<file path="config.mk">
export PLATFORM = sky130hd
export DESIGN_NAME = decode_queue_flat
export DESIGN_NICKNAME = d
export VERILOG_FILES = /design/src/rtl/decode_queue_pkg.sv /design/src/rtl/decode_queue_if.sv /design/src/rtl/decode_queue_imm_decode.sv /design/src/rtl/decode_queue.sv /design/src/flat_wrapper.sv
export SDC_FILE = /design/constraint.sdc
export NUM_CORES = 1
export LEC_CHECK = 0
export BUFFER_PORTS_ARGS = -buffer_cell sky130_fd_sc_hd__buf_2
export CORE_MARGIN = 5
export CORE_UTILIZATION = 50
export CTS_CLUSTER_DIAMETER = 30
export CTS_CLUSTER_SIZE = 25
export DETAILED_ROUTE_END_ITERATION = 12
export PLACE_DENSITY_LB_ADDON = 0.15
export SLEW_MARGIN = 20
export SYNTH_ARGS = -nofsm -noshare
export SYNTH_HDL_FRONTEND = slang
export SYNTH_SLANG_ARGS = --single-unit
</file>
<file path="constraint.sdc">
create_clock -name clk -period 4.25 [get_ports clk]
set_input_delay 0.85 -clock clk [delete_from_list [all_inputs] [get_ports clk]]
set_output_delay 0.85 -clock clk [all_outputs]
set_load 0.05 [all_outputs]
</file>
<file path="src/rtl/decode_queue_pkg.sv">
// Shared CPU decode definitions: opcode constants, instruction format encoding
// and the per-entry decode metadata stored alongside each queued instruction.
package decode_queue_pkg;

    localparam int unsigned XLEN_DEFAULT = 32;

    localparam logic [6:0] OPC_R = 7'b0110011;
    localparam logic [6:0] OPC_I = 7'b0010011;
    localparam logic [6:0] OPC_S = 7'b0100011;
    localparam logic [6:0] OPC_U = 7'b0110111;

    typedef enum logic [1:0] {
        FMT_R = 2'd0,
        FMT_I = 2'd1,
        FMT_S = 2'd2,
        FMT_U = 2'd3
    } fmt_e;

    typedef struct packed {
        fmt_e fmt;
        logic illegal;
    } dec_meta_t;

endpackage

</file>
<file path="src/rtl/decode_queue_if.sv">
// Fetch-side and issue-side handshake bundle of the decode queue.
interface decode_queue_if
    import decode_queue_pkg::*;
#(
    parameter int unsigned XLEN = XLEN_DEFAULT
) ();

    logic            in_valid;
    logic            in_ready;
    logic [XLEN-1:0] in_instr;
    logic [XLEN-1:0] in_pc;

    logic            out_valid;
    logic            out_ready;
    logic [XLEN-1:0] out_instr;
    logic [XLEN-1:0] out_pc;
    logic [XLEN-1:0] out_imm;
    logic [1:0]      out_fmt;
    logic            out_illegal;

    // The queue itself
    modport slave (
        input  in_valid, in_instr, in_pc, out_ready,
        output in_ready, out_valid, out_instr, out_pc, out_imm, out_fmt, out_illegal
    );

    // The surrounding fetch/issue environment
    modport master (
        output in_valid, in_instr, in_pc, out_ready,
        input  in_ready, out_valid, out_instr, out_pc, out_imm, out_fmt, out_illegal
    );

endinterface

</file>
<file path="src/rtl/decode_queue_imm_decode.sv">
// Combinational immediate and format extraction for one raw instruction word.
module imm_decode
    import decode_queue_pkg::*;
#(
    parameter int unsigned XLEN = XLEN_DEFAULT
) (
    input  logic [XLEN-1:0] instr,
    output logic [XLEN-1:0] imm_c,
    output fmt_e            fmt_c,
    output logic            illegal_c
);

    // Unknown opcodes still decode to a zero R-type shape so the entry is well defined
    always_comb begin
        imm_c     = '0;
        fmt_c     = FMT_R;
        illegal_c = 1'b0;
        case (instr[6:0])
            OPC_R: ;
            OPC_I: begin
                fmt_c = FMT_I;
                imm_c = XLEN'($signed(instr[31:20]));
            end
            OPC_S: begin
                fmt_c = FMT_S;
                imm_c = XLEN'($signed({instr[31:25], instr[11:7]}));
            end
            OPC_U: begin
                fmt_c = FMT_U;
                imm_c = XLEN'($signed({instr[31:12], 12'b0}));
            end
            default: illegal_c = 1'b1;
        endcase
    end

endmodule

</file>
<file path="src/rtl/decode_queue.sv">
// Circular instruction queue between fetch and rename; immediates are decoded
// on the way in so the head entry presents a fully extended operand.
module decode_queue
    import decode_queue_pkg::*;
#(
    parameter int unsigned DEPTH = 4,
    parameter int unsigned XLEN  = XLEN_DEFAULT
) (
    input  logic                   clk,
    input  logic                   rst,
    input  logic                   flush,
    decode_queue_if.slave          bus,
    output logic [$clog2(DEPTH):0] count
);

    localparam int unsigned PTR_W = $clog2(DEPTH);
    localparam int unsigned CNT_W = PTR_W + 1;

    logic [PTR_W-1:0] rd_ptr_q, rd_ptr_d;
    logic [PTR_W-1:0] wr_ptr_q, wr_ptr_d;
    logic [CNT_W-1:0] count_q, count_d;

    logic [XLEN-1:0] instr_q [DEPTH];
    logic [XLEN-1:0] instr_d [DEPTH];
    logic [XLEN-1:0] pc_q    [DEPTH];
    logic [XLEN-1:0] pc_d    [DEPTH];
    logic [XLEN-1:0] imm_q   [DEPTH];
    logic [XLEN-1:0] imm_d   [DEPTH];
    dec_meta_t       meta_q  [DEPTH];
    dec_meta_t       meta_d  [DEPTH];

    logic [XLEN-1:0] dec_imm;
    fmt_e            dec_fmt;
    logic            dec_illegal;
    logic            enq_c;
    logic            deq_c;

    imm_decode #(.XLEN(XLEN)) u_imm_decode (
        .instr     (bus.in_instr),
        .imm_c     (dec_imm),
        .fmt_c     (dec_fmt),
        .illegal_c (dec_illegal)
    );

    // Readiness depends only on occupancy, never on out_ready
    assign bus.in_ready  = (count_q != CNT_W'(DEPTH));
    assign bus.out_valid = (count_q != '0);

    // Flush squashes any handshake presented alongside it
    assign enq_c = bus.in_valid  && bus.in_ready  && !flush;
    assign deq_c = bus.out_valid && bus.out_ready && !flush;

    always_comb begin
        rd_ptr_d = rd_ptr_q;
        wr_ptr_d = wr_ptr_q;
        count_d  = count_q;
        instr_d  = instr_q;
        pc_d     = pc_q;
        imm_d    = imm_q;
        meta_d   = meta_q;

        if (flush) begin
            rd_ptr_d = '0;
            wr_ptr_d = '0;
            count_d  = '0;
        end else begin
            if (enq_c) begin
                instr_d[wr_ptr_q] = bus.in_instr;
                pc_d[wr_ptr_q]    = bus.in_pc;
                imm_d[wr_ptr_q]   = dec_imm;
                meta_d[wr_ptr_q]  = '{fmt: dec_fmt, illegal: dec_illegal};
                wr_ptr_d          = wr_ptr_q + PTR_W'(1);
            end
            if (deq_c) begin
                rd_ptr_d = rd_ptr_q + PTR_W'(1);
            end
            case ({enq_c, deq_c})
                2'b10:   count_d = count_q + CNT_W'(1);
                2'b01:   count_d = count_q - CNT_W'(1);
                default: count_d = count_q;
            endcase
        end
    end

    // Storage is zeroed on reset so the head view reads as all-zero afterwards
    always_ff @(posedge clk) begin
        if (rst) begin
            rd_ptr_q <= '0;
            wr_ptr_q <= '0;
            count_q  <= '0;
            for (int unsigned i = 0; i < DEPTH; i++) begin
                instr_q[i] <= '0;
                pc_q[i]    <= '0;
                imm_q[i]   <= '0;
                meta_q[i]  <= '{fmt: FMT_R, illegal: 1'b0};
            end
        end else begin
            rd_ptr_q <= rd_ptr_d;
            wr_ptr_q <= wr_ptr_d;
            count_q  <= count_d;
            instr_q  <= instr_d;
            pc_q     <= pc_d;
            imm_q    <= imm_d;
            meta_q   <= meta_d;
        end
    end

    assign bus.out_instr   = instr_q[rd_ptr_q];
    assign bus.out_pc      = pc_q[rd_ptr_q];
    assign bus.out_imm     = imm_q[rd_ptr_q];
    assign bus.out_fmt     = meta_q[rd_ptr_q].fmt;
    assign bus.out_illegal = meta_q[rd_ptr_q].illegal;
    assign count           = count_q;

endmodule

</file>
<file path="src/flat_wrapper.sv">
// flat-port wrapper written by rule: the top's interface ports become plain ports
module decode_queue_flat import decode_queue_pkg::*;
#(
    parameter int unsigned DEPTH = 4,
    parameter int unsigned XLEN  = XLEN_DEFAULT
)
  (clk, rst, flush, count, bus_in_valid, bus_in_instr, bus_in_pc, bus_out_ready, bus_in_ready, bus_out_valid, bus_out_instr, bus_out_pc, bus_out_imm, bus_out_fmt, bus_out_illegal);
  decode_queue_if #(.XLEN(XLEN)) bus_i ();
  input  logic clk;
  input  logic rst;
  input  logic flush;
  output logic [$clog2(DEPTH):0] count;
  input wire logic [$bits(bus_i.in_valid)-1:0] bus_in_valid;
  input wire logic [$bits(bus_i.in_instr)-1:0] bus_in_instr;
  input wire logic [$bits(bus_i.in_pc)-1:0] bus_in_pc;
  input wire logic [$bits(bus_i.out_ready)-1:0] bus_out_ready;
  output wire logic [$bits(bus_i.in_ready)-1:0] bus_in_ready;
  output wire logic [$bits(bus_i.out_valid)-1:0] bus_out_valid;
  output wire logic [$bits(bus_i.out_instr)-1:0] bus_out_instr;
  output wire logic [$bits(bus_i.out_pc)-1:0] bus_out_pc;
  output wire logic [$bits(bus_i.out_imm)-1:0] bus_out_imm;
  output wire logic [$bits(bus_i.out_fmt)-1:0] bus_out_fmt;
  output wire logic [$bits(bus_i.out_illegal)-1:0] bus_out_illegal;
  assign bus_i.in_valid = bus_in_valid;
  assign bus_i.in_instr = bus_in_instr;
  assign bus_i.in_pc = bus_in_pc;
  assign bus_i.out_ready = bus_out_ready;
  assign bus_in_ready = bus_i.in_ready;
  assign bus_out_valid = bus_i.out_valid;
  assign bus_out_instr = bus_i.out_instr;
  assign bus_out_pc = bus_i.out_pc;
  assign bus_out_imm = bus_i.out_imm;
  assign bus_out_fmt = bus_i.out_fmt;
  assign bus_out_illegal = bus_i.out_illegal;
  decode_queue #(.DEPTH(DEPTH), .XLEN(XLEN)) u_core (.clk(clk), .rst(rst), .flush(flush), .bus(bus_i), .count(count));
endmodule
</file>
* Word level (Yosys, flattened, before mapping) *
Index checks and enable logic that the tools add are counted.

cells by class
  add/subtract/negate cells = 4
  $lt $le $gt $ge = 3
  eq/ne operators = 7
  multiplexer cells = 24
  bitwise gates (word level) = 3
  reduce and logical (&&, ||, !) cells = 11

operators with widths
  cell                 count
  $bwmux 128           3
  $mux 32              7
  $bmux 32 s2          3
  $pmux 32 s3          1
  $demux 32 s2         1
  $eq 7x6->1 const B   3
  $bwmux 12            1
  $mux 3               3
  $eq 7x5->1 const B   1
  $bmux 3 s2           1
  $demux 3 s2          1
  $ge 3x3->1 const B   2
  $not 2->3            2
  $pmux 2 s3           1
  $pmux 3 s2           1
  $logic_and 1x1->1    5
  $add 2x1->2 const B  2
  $reduce_or 4->1      1
  $add 3x1->3 const B  1
  $lt 3x1->1 const B   1
  $ne 3x3->1 const B   1
  $reduce_bool 3->1    1
  $sub 3x1->3 const B  1
  $eq 2x1->1 const B   1
  other kinds (7)      7

word-level totals
  register bits = 403
  input port bits = 69
  output and inout bits = 104

* Depth between registers and ports, before layout *
  depth after elaboration = 6
  mapped depth = 10

* By module *
From an unflattened synthesis, not the netlist that was laid out.

second synthesis, totals
  cell total of the unflattened synthesis = 1,648
  area, all modules = 18,821.8 um2

by module, submodules not included
  module        times used  cells each  area each (um2)  seq. area each (um2)
  decode_queue  1           1,565       18,292.5         8,067.7
  imm_decode    1           83          529.3            0.0

* Worst setup path before layout *
OpenSTA, ideal clock, no wires.

  kind = reg-to-reg
  start = register u_core.count_q[2] (netlist: u_core.count[2])
  end = register u_core.count_q[2] (netlist: u_core.count[2])
  setup time = 0.070 ns
  arrival time = 2.441 ns
  setup slack = 1.739 ns
  stages on the path, launching flop included = 11
  buffers on the path = 2
  clock period less this slack = 2.511 ns
  cell sequence = dfxtp_1 -> nor3b_2 -> buf_4 -> buf_6 -> or3_1 -> ha_1 -> inv_1 -> fa_1 -> xor2_1 -> or3_1 -> a21oi_1

on the way
  cells in the longest elaborated chain, start to end = 5

RTL lines
  element                                             RTL line                                source
  from (decl)                                         decode_queue.sv:21                      logic [CNT_W-1:0] count_q, count_d;
  from (signal assigned)                              decode_queue.sv:100                     count_q <= count_d;
  $ne 3x3->1 or $reduce_bool 3->1 (tied branches)     decode_queue.sv:46, decode_queue.sv:47
  $logic_and 1x1->1 (on tied branches) (2 in series)  decode_queue.sv:50, decode_queue.sv:51
  $eq 2x1->1 or $eq 2x2->1 (tied branches)            decode_queue.sv:77                      case ({enq_c, deq_c})
  $pmux 3 s2 or $reduce_bool 2->1 (tied branches)     -

Parallel ways exist; a longest one is shown, timed or not.
A chain may end at the register's enable or synchronous reset.

* Worst setup path in the final report *
  start = register u_core.rd_ptr_q[1]
  end = output bus_out_imm[24]

on the way
  cells in the longest elaborated chain, start to end = 4

RTL lines
  element                                      RTL line             source
  from (decl)                                  decode_queue.sv:19   logic [PTR_W-1:0] rd_ptr_q, rd_ptr_d;
  from (signal assigned)                       decode_queue.sv:98   rd_ptr_q <= rd_ptr_d;
  $not 2->3 (implied by the code)              decode_queue.sv:110  assign bus.out_imm = imm_q[rd_ptr_q];
  $bmux 32 s2                                  decode_queue.sv:110
  $mux 32 (implied by the code) (2 in series)  decode_queue.sv:110
  to (decl)                                    flat_wrapper.sv:21   output wire logic [$bits(bus_i.out_imm)-1:0] bus_out_imm;

Every way passes these cells. The select of a mux whose other input is x is not followed.

==> summary.txt <==
Placement
  – Hpwl dp: approximately 31 mm
  – PortBufs: approximately 170
  – GP Congestion: roughly 0.80
  – Setup WS pre-CTS: between 0.8 and 0.9 ns

Floorplanning
  – Row Count: 69
  – Starting Density: 0.504
  – # IOs: about 170
  – Area of the core: around 35000 um2
  – Die outline width: between 150 and 200 um
  – DIE AREA: a little under 40000 um2
  – Die height: between 150 and 200 um

Final layout
  – Fillers: 2900
  – # nets final: 2040
  – Sequential cell area: 8080 um2
  – Area grow syn2layout: 22.9%
  – Most common cell after layout, fill and taps aside: dfxtp_1
  – Share of cells above drive strength 1: 0.234
  – Multi-input gate area: 8740 um2
  – Commonest non-fill, non-tap cells in the layout: dfxtp_1, a21oi_1, o21ai_0

Logic synthesis
  – Avg Synthesized Cell Area: between 9 and 10 um2
  – Netlist cell types: 40
  – Synthesized net count: between 1500 and 2000
  – Synth warn: 0
  – Synthesized instance count: 1917
  – #FFs+latches synth: roughly 400
  – Post-synth EDFFs: 0
  – Cell area after synthesis: 17900 um2
  – Sequential fraction of the synthesis area: 0.451
  – Synth Flop Type: dfxtp_1
  – Fraction of registers with async set/reset: 0

Routing
  – Routed Wire Length: about 58 mm
  – Drt drc: 0
  – First-pass DRT Iterations: 5
  – DR vias: between 15000 and 20000
  – Post-route ant nets: 0
  – Iter 0 DRT Violations: about 1700
  – Routed WL per cell: 23.0 um
  – Routed vias/inst: roughly 6.5

Power
  – Leakage: 7.46 nW
  – Peak VDD IR: 418 uV
  – PD cells: around 540 nW/um2

Clock network
  – Root Driver: clkbuf_16
  – Resized Gates After CTS: 0
  – H-tree levels: 3
  – Hold_buf cts: 0
  – CTS tree: yes
  – Worst-Skew Late Latency: 0.60 ns
  – Clock transition at the registers of the reported paths: roughly 0.05 ns
  – Setup Buffers After CTS: 0
  – CTS Buf Count: 95
  – Clock Sinks: roughly 400
  – Longest Clk Path Bufs: 3

Timing
  – Max Slew Vio Count: 0
  – Worst relative slew slack: 0.318
  – Unrepaired setup endpoints after global routing: false
  – Setup TNS: 0 ns
  – Setup Viol. Count Final: 0
  – Fmax: approximately 280 MHz
  – Clock skew: between 0.02 and 0.03 ns
  – Final hold slack: about 0.47 ns
  – Tmin final: around 3.5 ns
  – Fin crit share: 0.835
  – Final Hold Fails: 0
  – Setup ws final: about 0.7 ns
  – Worst slew pin tran: around 1.0 ns

Worst setup path
  – Crit path from: u_core.rd_ptr_q[1]$_SDFFE_PP0P_
  – Worst EP required: 3.40 ns
  – Reg2reg end: u_core.imm_q[55]$_SDFFE_PP0P_
  – CP Class: reg -> out
  – Critical R2R Launch: u_core.count[2]$_SDFFE_PP0P_
  – Crit-path max FO: 58
  – Worst setup EP type: output port
  – Startpoint Class: register
  – Worst Reg-to-Reg Cells: 5
  – Critical-path top delay cell: dfxtp_4
  – Critical Path Stages: 3
  – Worst path top cell family by delay: flip-flops
  – Buf/Inv on CP: 2
  – WP data arrival: about 2.7 ns
  – Flop2flop setup slack: 1.56 ns
  – Critical path endpoint: bus_out_imm[24]
  – Crit path largest cell delay: 0.99 ns
  – Critical-path cell list: buf_12 > mux4_2 > buf_2

GRT
  – Total global routing overflow: 0
  – Largest net degree at the start of global routing: roughly 190
  – First-pass GRT wire length: around 89 mm
  – Antenna violations before repair: 6
  – Tot GR Track Use: 0.281
  – Vias in the first global route: approximately 16000

Flow run
  – Max-Cap Viols: 0

Outcome
  – Status: complete, no violations

Worst hold path
  – Hold Crit Class: reg -> reg
==> cell families after synthesis <==
family / after synthesis / synth area share
mux: 99 / 0.125
buf+inv: 256 / 0.0632
compound gates: 755 / 0.233
simple gates: 393 / 0.121
fa+ha+maj: 6 / 0.00461
xor+xnor: 5 / 0.00287
flops: 403 / 0.451
==> worst min-delay path by stage <==
stage | to | cells after the start | slack, ns | start
global placement | u_core.pc_q[81]$_SDFFE_PP0P_ | 2 | 0.46 | u_core.pc_q[81]$_SDFFE_PP0P_
CTS | u_core.pc_q[61]$_SDFFE_PP0P_ | 2 | 0.47 | u_core.pc_q[61]$_SDFFE_PP0P_
global route | u_core.pc_q[26]$_SDFFE_PP0P_ | 2 | 0.48 | u_core.pc_q[26]$_SDFFE_PP0P_
floorplan | u_core.instr_q[32]$_SDFFE_PP0P_ | 2 | 0.45 | u_core.instr_q[32]$_SDFFE_PP0P_
finish | u_core.pc_q[99]$_SDFFE_PP0P_ | 2 | 0.47 | u_core.pc_q[99]$_SDFFE_PP0P_
detailed placement | u_core.pc_q[61]$_SDFFE_PP0P_ | 2 | 0.46 | u_core.pc_q[61]$_SDFFE_PP0P_
==> power by group <==
| part | total (W) | switching [W] | leakage (nW) | internal (W) |
|---|---|---|---|---|
| logic | 0.000624 | 0.000449 | 2.58 | 0.000175 |
| clock network | 0.00746 | 0.00227 | 1.61 | 0.00519 |
| registers | 0.00388 | 0.0000282 | 3.26 | 0.00385 |
| total | 0.0120 | 0.00274 | 7.46 | 0.00922 |
==> state kept, by name, summed over array words and instances (netlist names) <==
register         count
u_core.imm_q       128
u_core.count         3
u_core.pc_q        128
u_core.wr_ptr_q      2
u_core.instr_q     128
u_core.meta_q       12
u_core.rd_ptr_q      2
==> worst min-delay path, stage by stage, from the launching register on <==
cell and delay, ns:
dfxtp_1 0.30, o21ai_0 0.06, a21oi_1 0.06
==> cells in the mapped netlist, types with 7 or more instances <==
cell	instances	area, um2
a21oi_1	343	1720
a311oi_1	76	666
and3b_1	14	123
buf_1	7	26.3
buf_2	111	556
clkbuf_1	122	458
dfxtp_1	403	8070
inv_1	9	33.8
mux4_2	99	2230
nand2b_1	57	357
nand3_1	260	1300
nand4_1	25	156
nor2_1	8	30.0
o21ai_0	264	1320
o22ai_1	56	350
or3_1	7	43.8
==> metrics by stage <==
step                area, um2  utilization  std cells  power (W)
floorplan               17900            -       1917    0.00436
global placement        18600        0.524       2328    0.00455
detailed placement      18600        0.524       2328    0.00456
CTS                     22000        0.619       2503     0.0120
global route            22000        0.620       2506     0.0123
finish                  22000        0.620       2508     0.0120
==> final cells by class <==
cell class                 instances  share of cell area
timing repair buffer             197              0.0538
antenna                            4            0.000455
tap                              461              0.0262
sequential                       403               0.367
multi-input combinational       1258               0.397
clock inverter                    52              0.0279
inverter                          10             0.00205
clock buffer                     123               0.125
==> layer usage <==
layer,track usage,routed length [um],up-vias
li1,-,-,7354
met2,0.432,27200,767
met4,0.108,1580,4
met3,0.0733,5510,80
met5,0,21,-
met1,0.382,23400,8042
No activity file was read; power rests on OpenSTA's default activity.
